===== config.mk =====
export PLATFORM = sky130hd
export DESIGN_NAME = keypad_scanner
export DESIGN_NICKNAME = d
export VERILOG_FILES = /design/src/rtl/keypad_pkg.sv /design/src/rtl/keypad_debounce.sv /design/src/rtl/keypad_scanner.sv
export SDC_FILE = /design/constraint.sdc
export NUM_CORES = 1
export LEC_CHECK = 0
export ABC_CLOCK_PERIOD_IN_PS = 18000
export BUFFER_PORTS_ARGS = -buffer_cell sky130_fd_sc_hd__buf_2
export CORE_MARGIN = 4
export CORE_UTILIZATION = 33
export DETAILED_ROUTE_END_ITERATION = 12
export SETUP_SLACK_MARGIN = 0.5
export SYNTH_ARGS = -nofsm -noshare
export SYNTH_HDL_FRONTEND = slang
export SYNTH_SLANG_ARGS = --single-unit
export TNS_END_PERCENT = 1

===== constraint.sdc =====
create_clock -name clk -period 18 [get_ports clk]
set_input_delay 3.6 -clock clk [delete_from_list [all_inputs] [get_ports clk]]
set_output_delay 3.6 -clock clk [all_outputs]
set_load 0.01 [all_outputs]

===== src/rtl/keypad_pkg.sv =====
// Shared definitions for the keypad scanner and the display select logic.
//   kp_state_e : scanner FSM states (IDLE / PRESSED / MULTI)
//   ACTIVE_LOW : column selects are driven low to activate a column
//   COL_IDLE   : column bus value with no column selected
//   key_code_f : key code for a (row, column) position = {row, col}
//   col_drive  : column bus value selecting column c
package keypad_pkg;

   typedef enum logic [1:0] {
      IDLE    = 2'd0,
      PRESSED = 2'd1,
      MULTI   = 2'd2
   } kp_state_e;

   localparam bit         ACTIVE_LOW = 1'b1;
   localparam logic [3:0] COL_IDLE   = ACTIVE_LOW ? 4'b1111 : 4'b0000;

   function automatic logic [3:0] key_code_f(input logic [1:0] r, input logic [1:0] c);
      return {r, c};
   endfunction

   function automatic logic [3:0] col_drive(input logic [1:0] c);
      logic [3:0] onehot;
      onehot = 4'b0001 << c;
      return ACTIVE_LOW ? ~onehot : onehot;
   endfunction

endpackage


===== src/rtl/keypad_debounce.sv =====
// Frame-level debouncer for the keypad matrix.
//   clk, rst_n : clock, synchronous active-low reset
//   frame_end  : high on the last cycle of a scan frame; snap is complete then
//   snap       : full-matrix snapshot of this frame, bit r*4+c = key pressed
//   accept     : high in the frame_end cycle where the snapshot becomes stable
//   snap_out   : the snapshot being accepted (valid with accept)
module keypad_debounce #(
   parameter int unsigned DEBOUNCE = 4
) (
   input  logic        clk,
   input  logic        rst_n,
   input  logic        frame_end,
   input  logic [15:0] snap,
   output logic        accept,
   output logic [15:0] snap_out
);

   localparam int unsigned SW = $clog2(DEBOUNCE + 1);

   logic [SW-1:0] stable_cnt;
   logic [SW-1:0] cnt_d;
   logic [15:0]   prev_snap;
   logic          same;

   always_comb begin
      same = (snap == prev_snap);
      if (same)
         cnt_d = (stable_cnt == SW'(DEBOUNCE)) ? stable_cnt : stable_cnt + SW'(1);
      else
         cnt_d = SW'(1);
      // Accept only on the frame where the count arrives at DEBOUNCE; a
      // saturated, unchanged snapshot is not offered again.
      accept   = frame_end && (cnt_d == SW'(DEBOUNCE)) &&
                 !(same && (stable_cnt == SW'(DEBOUNCE)));
      snap_out = snap;
   end

   always_ff @(posedge clk) begin
      if (!rst_n) begin
         stable_cnt <= '0;
         prev_snap  <= '0;
      end else if (frame_end) begin
         stable_cnt <= cnt_d;
         prev_snap  <= snap;
      end
   end

endmodule


===== src/rtl/keypad_scanner.sv =====
// 4x4 hex keypad scanner with frame debouncing.
//   clk, rst_n : clock, synchronous active-low reset
//   row        : matrix rows, active-low, asynchronous to clk
//   col        : column drive, active-low, at most one bit low
//   key_code   : code of the last accepted single key (row*4 + col)
//   key_valid  : one-cycle pulse per newly accepted single key
//   key_down   : accepted snapshot holds exactly one key
//   multi_key  : accepted snapshot holds more than one key
module keypad_scanner
   import keypad_pkg::*;
#(
   parameter int unsigned SCAN_DIV = 1024,
   parameter int unsigned DEBOUNCE = 4
) (
   input  logic       clk,
   input  logic       rst_n,
   input  logic [3:0] row,
   output logic [3:0] col,
   output logic [3:0] key_code,
   output logic       key_valid,
   output logic       key_down,
   output logic       multi_key
);

   localparam int unsigned DW = $clog2(SCAN_DIV);

   logic [DW-1:0] dwell;
   logic [1:0]    col_idx;
   logic          scan_en;
   logic [3:0]    row_meta;
   logic [3:0]    row_sync;
   logic [15:0]   work_snap;
   logic [15:0]   frame_snap;
   logic [15:0]   acc_snap;
   logic          last_dwell;
   logic          frame_end;
   logic          accept;

   kp_state_e     state, state_d;
   logic [3:0]    code_d;
   logic          valid_d;
   logic [4:0]    n_keys;
   logic [3:0]    hit_code;

   // scan_en holds the columns idle for the reset cycle(s) so that the first
   // cycle after release starts a full dwell on column 0.
   assign last_dwell = scan_en && (dwell == DW'(SCAN_DIV - 1));
   assign frame_end  = last_dwell && (col_idx == 2'd3);
   assign col        = scan_en ? col_drive(col_idx) : COL_IDLE;

   always_ff @(posedge clk) begin
      if (!rst_n) begin
         row_meta  <= '1;
         row_sync  <= '1;
         scan_en   <= 1'b0;
         dwell     <= '0;
         col_idx   <= '0;
         work_snap <= '0;
      end else begin
         row_meta <= row;
         row_sync <= row_meta;
         scan_en  <= 1'b1;
         if (scan_en) begin
            if (last_dwell) begin
               dwell   <= '0;
               col_idx <= col_idx + 2'd1;
               for (int unsigned r = 0; r < 4; r++)
                  work_snap[{2'(r), col_idx}] <= ~row_sync[r];
            end else begin
               dwell <= dwell + DW'(1);
            end
         end
      end
   end

   // Column 3 is still being sampled at frame end, so merge it in directly.
   always_comb begin
      frame_snap = work_snap;
      for (int unsigned r = 0; r < 4; r++)
         frame_snap[{2'(r), 2'd3}] = ~row_sync[r];
   end

   keypad_debounce #(
      .DEBOUNCE (DEBOUNCE)
   ) u_debounce (
      .clk       (clk),
      .rst_n     (rst_n),
      .frame_end (frame_end),
      .snap      (frame_snap),
      .accept    (accept),
      .snap_out  (acc_snap)
   );

   always_comb begin
      state_d  = state;
      code_d   = key_code;
      valid_d  = 1'b0;
      n_keys   = '0;
      hit_code = '0;
      for (int unsigned i = 0; i < 16; i++) begin
         if (acc_snap[i]) begin
            n_keys   = n_keys + 5'd1;
            hit_code = key_code_f(2'(i >> 2), 2'(i));
         end
      end
      if (accept) begin
         if (n_keys == 5'd0) begin
            state_d = IDLE;
         end else if (n_keys == 5'd1) begin
            if (state != PRESSED || hit_code != key_code) begin
               state_d = PRESSED;
               code_d  = hit_code;
               valid_d = 1'b1;
            end
         end else begin
            state_d = MULTI;
         end
      end
   end

   always_ff @(posedge clk) begin
      if (!rst_n) begin
         state     <= IDLE;
         key_code  <= '0;
         key_valid <= 1'b0;
      end else begin
         state     <= state_d;
         key_code  <= code_d;
         key_valid <= valid_d;
      end
   end

   assign key_down  = (state == PRESSED);
   assign multi_key = (state == MULTI);

endmodule


==> results of run 1 <==
through the flow:
stage / util, % / instances / area, µm²
floorplan: - / 534 / 4310
global placement: 35.2 / 694 / 4480
detailed placement: 35.2 / 694 / 4480
CTS: 37.7 / 710 / 4790
global route: 37.7 / 710 / 4790
finish: 37.7 / 710 / 4790
area by class of cell:
class | count | area [µm²]
repair buffers | 17 | 87.6
fillers | 1347 | 7930
flip-flops and latches | 59 | 1180
clock inverters | 5 | 77.6
inverters | 24 | 90.1
well taps | 172 | 215
multi-input cells | 422 | 2910
clock buffers | 11 | 233
registers in the layout (all words and copies together), names as in the netlist:
signal,flops
key_code,4
work_snap,12
scan_en,1
row_meta,4
key_valid,1
col_idx,2
u_debounce.stable_cnt,3
u_debounce.prev_snap,16
dwell,10
row_sync,4
state,2
power groups by stage:
stage                     registers (W)  clock network (W)   logic, W
after floorplan                0.000136                  0  0.0000176
after global routing           0.000135           0.000186  0.0000240
after CTS                      0.000135           0.000181  0.0000209
after detailed placement       0.000138                  0  0.0000207
after global placement         0.000137                  0  0.0000204
final                          0.000135           0.000177  0.0000207
cells in the final DEF (no fill, tap or decap), drive strengths merged, types with 3 or more instances in the layout:
cell type | netlist | layout
nor3 | 14 | 14
a21o | 3 | 3
mux2i | 3 | 3
dfxtp | 59 | 59
clkbuf | 20 | 11
xor2 | 33 | 33
o21a | 5 | 5
o211ai | 5 | 5
mux2 | 3 | 3
and3 | 7 | 7
nand2b | 15 | 15
nor3b | 3 | 3
a211oi | 19 | 19
nor4 | 11 | 11
nand2 | 62 | 62
nor2 | 50 | 50
or3 | 3 | 3
nor2b | 9 | 9
a221oi | 3 | 3
buf | 9 | 17
xnor2 | 35 | 35
nand3b | 3 | 3
xnor3 | 4 | 4
and2 | 5 | 5
inv | 24 | 24
nand4 | 9 | 9
a21oi | 39 | 39
a211o | 3 | 3
o21ai | 11 | 11
nand3 | 9 | 9
ha | 22 | 22
synthesized netlist by cell type, types with 3 or more instances:
library cell and number:
nand2_1 62, dfxtp_1 59, nor2_1 50, a21oi_1 39, xor2_1 32, xnor2_1 29
inv_1 24, ha_1 22, clkbuf_1 20, a211oi_1 18, nand2b_1 15, nor3_1 13
nor4_1 11, nand3_1 9, nand4_1 9, nor2b_1 9, o21ai_0 9, and3_1 6
and2_1 5, o211ai_1 5, xnor2_2 5, buf_1 4, o21a_1 4, xnor3_1 4
a211o_1 3, a21o_1 3, a221oi_1 3, mux2i_1 3, nand3b_1 3, nor3b_1 3
worst min-delay path by stage:
stage | startpoint | endpoint | cells past startpoint
final | row_meta[2] | row_sync[2] | 1
after floorplan | row_meta[0] | row_sync[0] | 1
after global placement | row_meta[2] | row_sync[2] | 1
after detailed placement | row_meta[2] | row_sync[2] | 1
after global routing | row_meta[1] | row_sync[1] | 1
after CTS | row_meta[2] | row_sync[2] | 1
worst max-delay path, delay by kind of cell, from the launching register on:
family	cells	cell delay, ns
DFF	1	0.43
adders and majority gates	13	3.81
and+or+nand+nor	12	1.95
xor gates and xnor gates	1	0.18
muxes	4	1.01
AOI/OAI and AO/OA	12	2.57
buffers and inverters	2	0.13
metal layers:
layer,vias to the layer above,wire length (µm),global-route usage [%]
li1,1873,-,-
met1,1681,4570,17.6
met2,59,4400,22.1
met3,12,234,1.94
met4,0,162,5.95
met5,-,0,0
kinds of logic after synthesis:
family | Yosys count | share of synthesized area, %
buffers and inverters | 53 | 5.16
XOR/XNOR | 73 | 18.0
AND/OR/NAND/NOR | 206 | 23.4
flip-flops | 59 | 27.4
AO/OA/AOI/OAI | 115 | 18.1
multiplexers | 6 | 1.57
adder cells (fa/ha/maj) | 22 | 6.38
==> results.md, run 1 <==
- Maximum fanout along the worst path: 7
- Hold Crit Class: flop to flop
- Vias after detailed routing: 3625
- # H-tree levels: 3
- Synth area leader: dfxtp_1
- Reg clk slew, reported paths: 0.05 ns
- All-Layer GR Usage: 13.5%
- Ys async rst share: 0%
- Syn-to-layout area delta: 11.1%
- Crit share post-route: 56.7%
- Synthesized area: 4310 µm²
- Resized cells post-CTS: 0
- Setup TNS: 0 ns
- Share of Yosys cell area claimed by the top area cell type: 27.4%
- Worst setup path start: work_snap[1]
- Share of cells above drive strength 1: 9.48%
- Max cap viols: 0
- Rel. slew slack: 50.0%
- Peak VDD IR: 50.7 µV
- Yosys Warn Count: 0
- DR DRC count: 0
- Starting DRC count in detailed routing: 217
- Core area: 12700 µm²
- Largest net degree at the start of global routing: 33
- Worst-Skew Late Latency: 0.32 ns
- TritonCTS Buffers: 9
- Die height: 122 µm
- CTS Hold Bufs: 0
- Crit. End Element: flop
- Fmax: 0.0980 GHz
- DRT Pass-1 Iters: 4
- CTS Buffer Depth: 2
- Reg2reg setup slack: 7.80 ns
- Placer Congestion: 0.835
- Final setup fails: 0
- Fin crit period: 10.20 ns
- Die area: 15000 µm²
- Switching pwr: 0.0000717 W
- TritonCTS Sinks: 59
- Part of the power in registers: 40.5%
- Sw Ratio: 21.5%
- Post-synth EDFFs: 0
- Vias in the first global route: 3667
- FF+latch count, synth: 59
- CTS tree: built
- DR vias/cell: 5.11
- Critical path data arrival time: 10.42 ns
- Critical path startpoint category: flop
- Setup Fix Bufs, Post-CTS: 0
- Synth area leaders: dfxtp_1 (27%), xor2_1 (6.5%), ha_1 (6.4%), xnor2_1 (5.9%), nand2_1 (5.4%)
- Detail Placement HPWL: 6.98 mm
- Yosys cell types: 71
- Chip Width: 122 µm
- Synth Flop Type: dfxtp_1
- Sequential area share after synthesis: 27.4%
- Num ports: 17
- I/O Buffers: 16
- Pwr per Cell Area: 69.4 nW/µm²
- Final Max Tran Viols: 0
- First-pass GRT wire length: 16.7 mm
- Diodes inserted: 0
- Layout net count: 561
- Worst path slowest cell: or4_1
- Cell row count: 41
- R2r endpoint: key_code[0]
- Worst-Margin Slew: 0.750 ns
- Pleak: 1.89 nW
- Root Buffer: clkbuf_16
- Crit Path Category: flop to flop
- Routed Antenna Nets: 0
- Gr ovfl total: 0
- Final hold violation count: 0
- WL/cell: 13.2 µm
- Combinational Power Share: 6.2%
- Int Pwr: 0.000261 W
- Syn_nets: 562
- Worst Path Required: 18.22 ns
- Pre-CTS setup slack: 7.87 ns
- Final wirelength: 9.37 mm
- CP Capture Point: key_code[0]
- Initial Utilization: 33.9%
- Worst reg2reg path depth: 44
- Max incr delay on CP: 0.55 ns
- Clk pwr share: 53.2%
- Outcome: complete, no violations
- Worst path most repeated cell: ha_1
- Avg Cell Area, Syn: 8.08 µm²
- Final Worst Setup Slack: 7.80 ns
- Total chip power: 0.000333 W
- Initial antenna violation count: 0
- RSZ-0062 raised after global routing: no
- Synthesized instance count: 534
- Setup Skew: 0.00520 ns
- FF-to-FF Start: work_snap[1]
- Hold slack: 0.405 ns
Power figures use the tool's default switching activity.
==> inputs of run 2 (changes only) <==
ABC_AREA = 1   (was unset)
ABC_CLOCK_PERIOD_IN_PS = 8800   (was 18000)
clock period = 8.8 ns   (was 18 ns; I/O delays follow)
==> results.md, run 2 <==
- Outcome: complete, no violations
- Routed Antenna Nets: 0
- CTS tree: built
- Worst-Margin Slew: 0.783 ns
- Post-synth top cells: nand2_1 (159), inv_1 (103), dfxtp_1 (59)
- Placed Instances: 854
- Vias in the first global route: 3762
- Ys async rst share: 0%
- Core area: 12800 µm²
- Sw Ratio: 22.2%
- TritonCTS Buffers: 9
- Worst Path Required: 9.06 ns
- RSZ-0062 raised after global routing: no
- Share of cells above drive strength 1: 19.2%
- Synth Flop Type: dfxtp_1
- Vias after detailed routing: 4047
- Worst path most repeated cell: nand2_2
- DR DRC count: 0
- Initial Utilization: 34.4%
- Rel. slew slack: 47.7%
- Post-route cell area: 5080 µm²
- Met1 GRT Util: 18.9%
- Max FFs per register: 16
- Switching pwr: 0.000145 W
- Placed Area: 4600 µm²
- Final hold violation count: 0
- Syn_nets: 714
- DR vias/cell: 4.62
- Yosys cell types: 40
- Synth area leader: dfxtp_1
- Hold Crit Class: flop to flop
- Avg Cell Area, Syn: 6.42 µm²
- Synth area leaders: dfxtp_1 (27%), nand2_1 (14%), inv_1 (8.8%), ha_1 (6.2%), nand3_1 (5.8%)
- Initial antenna violation count: 0
- Crit share post-route: 88.6%
- Met3 Track Usage GR: 2.20%
- Maximum fanout along the worst path: 5
- Gr ovfl total: 0
- Final setup fails: 0
- Final Max Tran Viols: 0
- Fmax: 0.128 GHz
- Peak VDD IR: 141 µV
- First-pass GRT wire length: 16.7 mm
- Synthesized instance count: 686
- Chip Width: 124 µm
- Setup TNS: 0 ns
- Post-synth EDFFs: 0
- Fin crit period: 7.80 ns
- Final wirelength: 9.33 mm
- Pre-CTS setup slack: 0.501 ns
- Non-filler cells, final: 876
- Pleak: 2.59 nW
- Clk pwr share: 52.3%
- TritonCTS Sinks: 59
- Regs by FF count: u_debounce.prev_snap: 16 flops, work_snap: 12 flops, dwell: 10 flops
- Gr busiest metal: met2
- Int Pwr: 0.000509 W
- All-Layer GR Usage: 13.3%
- Share of Yosys cell area claimed by the top area cell type: 26.8%
- Met2 Use GR: 20.7%
- Layout net count: 727
- Yosys Warn Count: 0
- HP Start: row_meta[3]
- Part of the power in registers: 41.9%
- Sequential area share after synthesis: 26.8%
- Detail Placement HPWL: 7.02 mm
- Starting DRC count in detailed routing: 234
- Commonest non-fill, non-tap cells in the layout: nand2_1 (146), inv_1 (101), dfxtp_1 (57)
- Max cap viols: 0
- Top-count cell post-synth: nand2_1
- Crit Path Category: flop to flop
- Setup Skew: 0.00605 ns
- # H-tree levels: 3
- Final Worst Setup Slack: 0.999 ns
- Crit. End Element: flop
- Die area: 15300 µm²
- Largest net degree at the start of global routing: 40
- FF-to-FF Start: work_snap[0]
- Critical path data arrival time: 8.06 ns
- Worst setup path start: work_snap[0]
- Critical path startpoint category: flop
- Combinational Power Share: 5.8%
- Root Buffer: clkbuf_16
- Cell row count: 41
- Die height: 124 µm
- Pwr per Cell Area: 129 nW/µm²
- Syn-to-layout area delta: 15.2%
- Synthesized area: 4410 µm²
- Most common cell after layout, fill and taps aside: nand2_1
- Biggest register: u_debounce.prev_snap
- Diodes inserted: 0
- Worst-Skew Late Latency: 0.33 ns
- Max incr delay on CP: 0.35 ns
- Num ports: 17
- CTS Buffer Depth: 2
- DRT Pass-1 Iters: 4
- FF+latch count, synth: 59
- Worst path slowest cell: dfxtp_2
- I/O Buffers: 16
- Placer Congestion: 0.838
- WL/cell: 10.7 µm
- Reg clk slew, reported paths: 0.05 ns
[run 2: cell families (layout without fill, tap and decap cells)]
logic type,Yosys count,after routing,share of synthesized area [%]
flops,59,59,26.8
fa+ha+maj,22,22,6.25
buf+inv,131,148,11.9
xor+xnor,20,20,3.98
simple gates,354,355,38.9
compound gates,100,100,12.2
[run 2: path summary, 6_finish.rpt]
check                      to  slack (ns)  cells after the start
setup / recovery  key_code[2]         1.0                     52
hold / removal    row_sync[3]        0.41                      1
hold reg to reg   row_sync[3]        0.41                      1
setup reg to reg  key_code[2]         1.0                     52
[run 2: stage by stage]
stage          power [W]  hold slack [ns]  util [%]
2_1_floorplan   0.000307            0.393         -
3_3_place_gp    0.000314            0.394      35.9
4_1_cts         0.000657            0.409      38.2
3_5_place_dp    0.000314            0.397      35.9
5_1_grt         0.000679            0.421      39.6
6_report        0.000653            0.409      39.6
[run 2: power groups by stage]
stage | clock network, W | registers [W] | logic, W
after floorplan | 0 | 0.000277 | 0.0000301
after global placement | 0 | 0.000279 | 0.0000348
after detailed placement | 0 | 0.000279 | 0.0000353
after CTS | 0.000348 | 0.000274 | 0.0000355
after global routing | 0.000361 | 0.000274 | 0.0000440
final | 0.000342 | 0.000274 | 0.0000376
[run 2: area by class of cell]
class                           instances  area, µm²
Sequential cell                        59       1180
Inverter                              111        424
Clock inverter                          5       52.6
Clock buffer                           11        243
Fill cell                            1411       7750
Tap cell                              172        215
Multi-Input combinational cell        497       2840
Timing Repair Buffer                   21        118
[run 2: layer usage]
| metal | vias up | routed length [µm] |
|---|---|---|
| met5 | - | 0 |
| met4 | 0 | 128 |
| met3 | 13 | 275 |
| met2 | 48 | 4150 |
| met1 | 1755 | 4780 |
| li1 | 2231 | - |
[run 2: critical path, delay by kind of cell, from the launching register on]
| kind | cells | cell delay [ns] |
|---|---|---|
| AOI/OAI and AO/OA | 2 | 0.20 |
| and+or+nand+nor | 31 | 3.19 |
| buffers and inverters | 5 | 0.24 |
| DFF | 1 | 0.35 |
| adders and majority gates | 14 | 3.74 |
[run 2: what timing repair did]
action                                  in CTS  in global routing
endpoints found under the hold margin        0                  0
cloned                                       0                  1
hold buffers                                 0                  0
resized for setup                            1                 31
pin swaps                                    0                 10
buffers inserted                             0                  5
endpoints found under the setup margin       4                  7
==> inputs of run 3 (changes only) <==
ABC_CLOCK_PERIOD_IN_PS = 7150   (was 8800)
clock period = 7.15 ns   (was 8.8 ns; I/O delays follow)
==> results.md, run 3 (synthesized netlist as in run 2, its figures left out) <==
- Placer Congestion: 0.830
- Max cap viols: 0
- Crit Path Category: flop to flop
- TritonCTS Sinks: 59
- Hold slack: 0.408 ns
- All-Layer GR Usage: 13.4%
- Routed Antenna Nets: 0
- I/O Buffers: 16
- DR DRC count: 0
- Worst path most repeated cell: nand2_4
- Initial Utilization: 34.4%
- Worst-Skew Late Latency: 0.32 ns
- Max FFs per register: 16
- Reg2reg setup slack: -0.04 ns
- Setup Skew: 0.00336 ns
- Violated checks: negative setup slack
- Setup TNS: -0.0849 ns
- Num ports: 17
- # H-tree levels: 3
- CTS Buffer Depth: 2
- First-pass GRT wire length: 17.0 mm
- Reg clk slew, reported paths: 0.05 ns
- Layout net count: 751
- Crit. End Element: flop
- WL/cell: 10.8 µm
- Die height: 124 µm
- Final setup fails: 5
- Combinational Power Share: 6.1%
- Diodes inserted: 0
- Int Pwr: 0.000749 W
- Critical path startpoint category: flop
- Hold Crit Class: flop to flop
- Vias in the first global route: 3929
- Worst Path Required: 7.41 ns
- Worst path slowest cell: dfxtp_2
- Initial antenna violation count: 0
- Root Buffer: clkbuf_16
- Fill cell count: 1345
- TritonCTS Buffers: 9
- Pwr per Cell Area: 168 nW/µm²
- Core area: 12800 µm²
- Peak VDD IR: 160 µV
- Detail Placement HPWL: 7.25 mm
- Final Worst Setup Slack: -0.0428 ns
- Final wirelength: 9.75 mm
- Clk pwr share: 57.7%
- Die area: 15300 µm²
- Switching pwr: 0.000181 W
- Most common cell after layout, fill and taps aside: nand2_1
- Commonest non-fill, non-tap cells in the layout: nand2_1 (141), inv_1 (97), dfxtp_1 (57)
- Worst-Margin Slew: 0.798 ns
- Vias after detailed routing: 4126
- Cell row count: 41
- Outcome: finished, violations left
- Share of cells above drive strength 1: 24.6%
- CTS Hold Bufs: 0
- DRT Pass-1 Iters: 4
- Gr ovfl total: 0
- Maximum fanout along the worst path: 5
- Final Max Tran Viols: 0
- Biggest register: u_debounce.prev_snap
- Sw Ratio: 19.4%
- Critical path data arrival time: 7.45 ns
- Starting DRC count in detailed routing: 197
- Chip Width: 124 µm
- Part of the power in registers: 36.2%
- Pleak: 2.83 nW
- Fmax: 0.139 GHz
- Worst reg2reg path depth: 52
- Largest net degree at the start of global routing: 40
- DR vias/cell: 4.58
- Max incr delay on CP: 0.34 ns
- Hold Path Depth: 1
- Pre-CTS setup slack: -0.240 ns
- Rel. slew slack: 46.7%
- Regs by FF count: u_debounce.prev_snap: 16 flops, work_snap: 12 flops, dwell: 10 flops
- Syn-to-layout area delta: 25.7%
- Fin crit period: 7.19 ns
- CTS tree: built
- RSZ-0062 raised after global routing: yes
- Final hold violation count: 0
- Crit share post-route: 101%
## run 3: cell count changes in the layout (fill, tap and decap cells not counted), moves of 2 or more
cell       change
nand2_1        -5
nand2_2        -9
ha_4           +8
nand3_1        -2
inv_2          +3
nand3_2        +2
buf_4         +24
nand2_4       +14
clkinv_2       -3
inv_1          -4
ha_1           -8
bufinv_16      +3
## run 3: metal layers
| metal | vias up | part of all wire [%] | wire length, µm | GRT usage (%) |
|---|---|---|---|---|
| met1 | 1807 | 50 | 4900 | 18.1 |
| li1 | 2256 | - | - | - |
| met5 | - | 0 | 0 | 0 |
| met3 | 16 | 2.4 | 236 | 1.65 |
| met4 | 0 | 1.8 | 171 | 4.91 |
| met2 | 47 | 46 | 4440 | 22.1 |
## run 3: metrics by stage
step                      utilization [%]  total power (W)  cells  instance area [µm²]
final                                43.2         0.000930    900                 5540
after floorplan                         -         0.000381    686                 4540
after global placement               38.2         0.000391    876                 4900
after CTS                            41.3         0.000930    892                 5300
after detailed placement             38.2         0.000391    876                 4900
after global routing                 43.2         0.000963    900                 5540
## run 3: power by group through the flow
stage,Clock [W],Sequential [W],Combinational (W)
floorplan,0,0.000341,0.0000399
global placement,0,0.000344,0.0000475
detailed placement,0,0.000344,0.0000478
CTS,0.000544,0.000337,0.0000492
global route,0.000562,0.000337,0.0000645
finish,0.000536,0.000337,0.0000563
## run 3: layout make-up
cell class	instances	area (µm²)	area share, %
tap	172	215	3.89
clock buffer	12	256	4.63
multi-input combinational	497	3040	54.9
sequential	59	1180	21.4
clock inverter	4	120	2.17
inverter	111	427	7.70
timing repair buffer	45	298	5.38
## run 3: worst paths after layout
check	start	end
setup reg to reg	work_snap[0]	key_code[3]
hold reg to reg	row_meta[3]	row_sync[3]
setup / recovery	work_snap[0]	key_code[3]
hold / removal	row_meta[3]	row_sync[3]
## run 3: worst max-delay path: cells and delay by family, from the launching register on
kind	cells	cell delay, ns
AO/OA/AOI/OAI	2	0.19
adder cells (fa/ha/maj)	14	3.41
buffers and inverters	5	0.25
flip-flops	1	0.34
AND/OR/NAND/NOR	31	2.92
## run 3: repair_timing
| action | CTS | global route |
|---|---|---|
| gates resized for setup | 5 | 36 |
| setup endpoints to repair | 7 | 7 |
| buffers inserted | 0 | 7 |
| pin swaps | 2 | 35 |
| cloned | 0 | 1 |
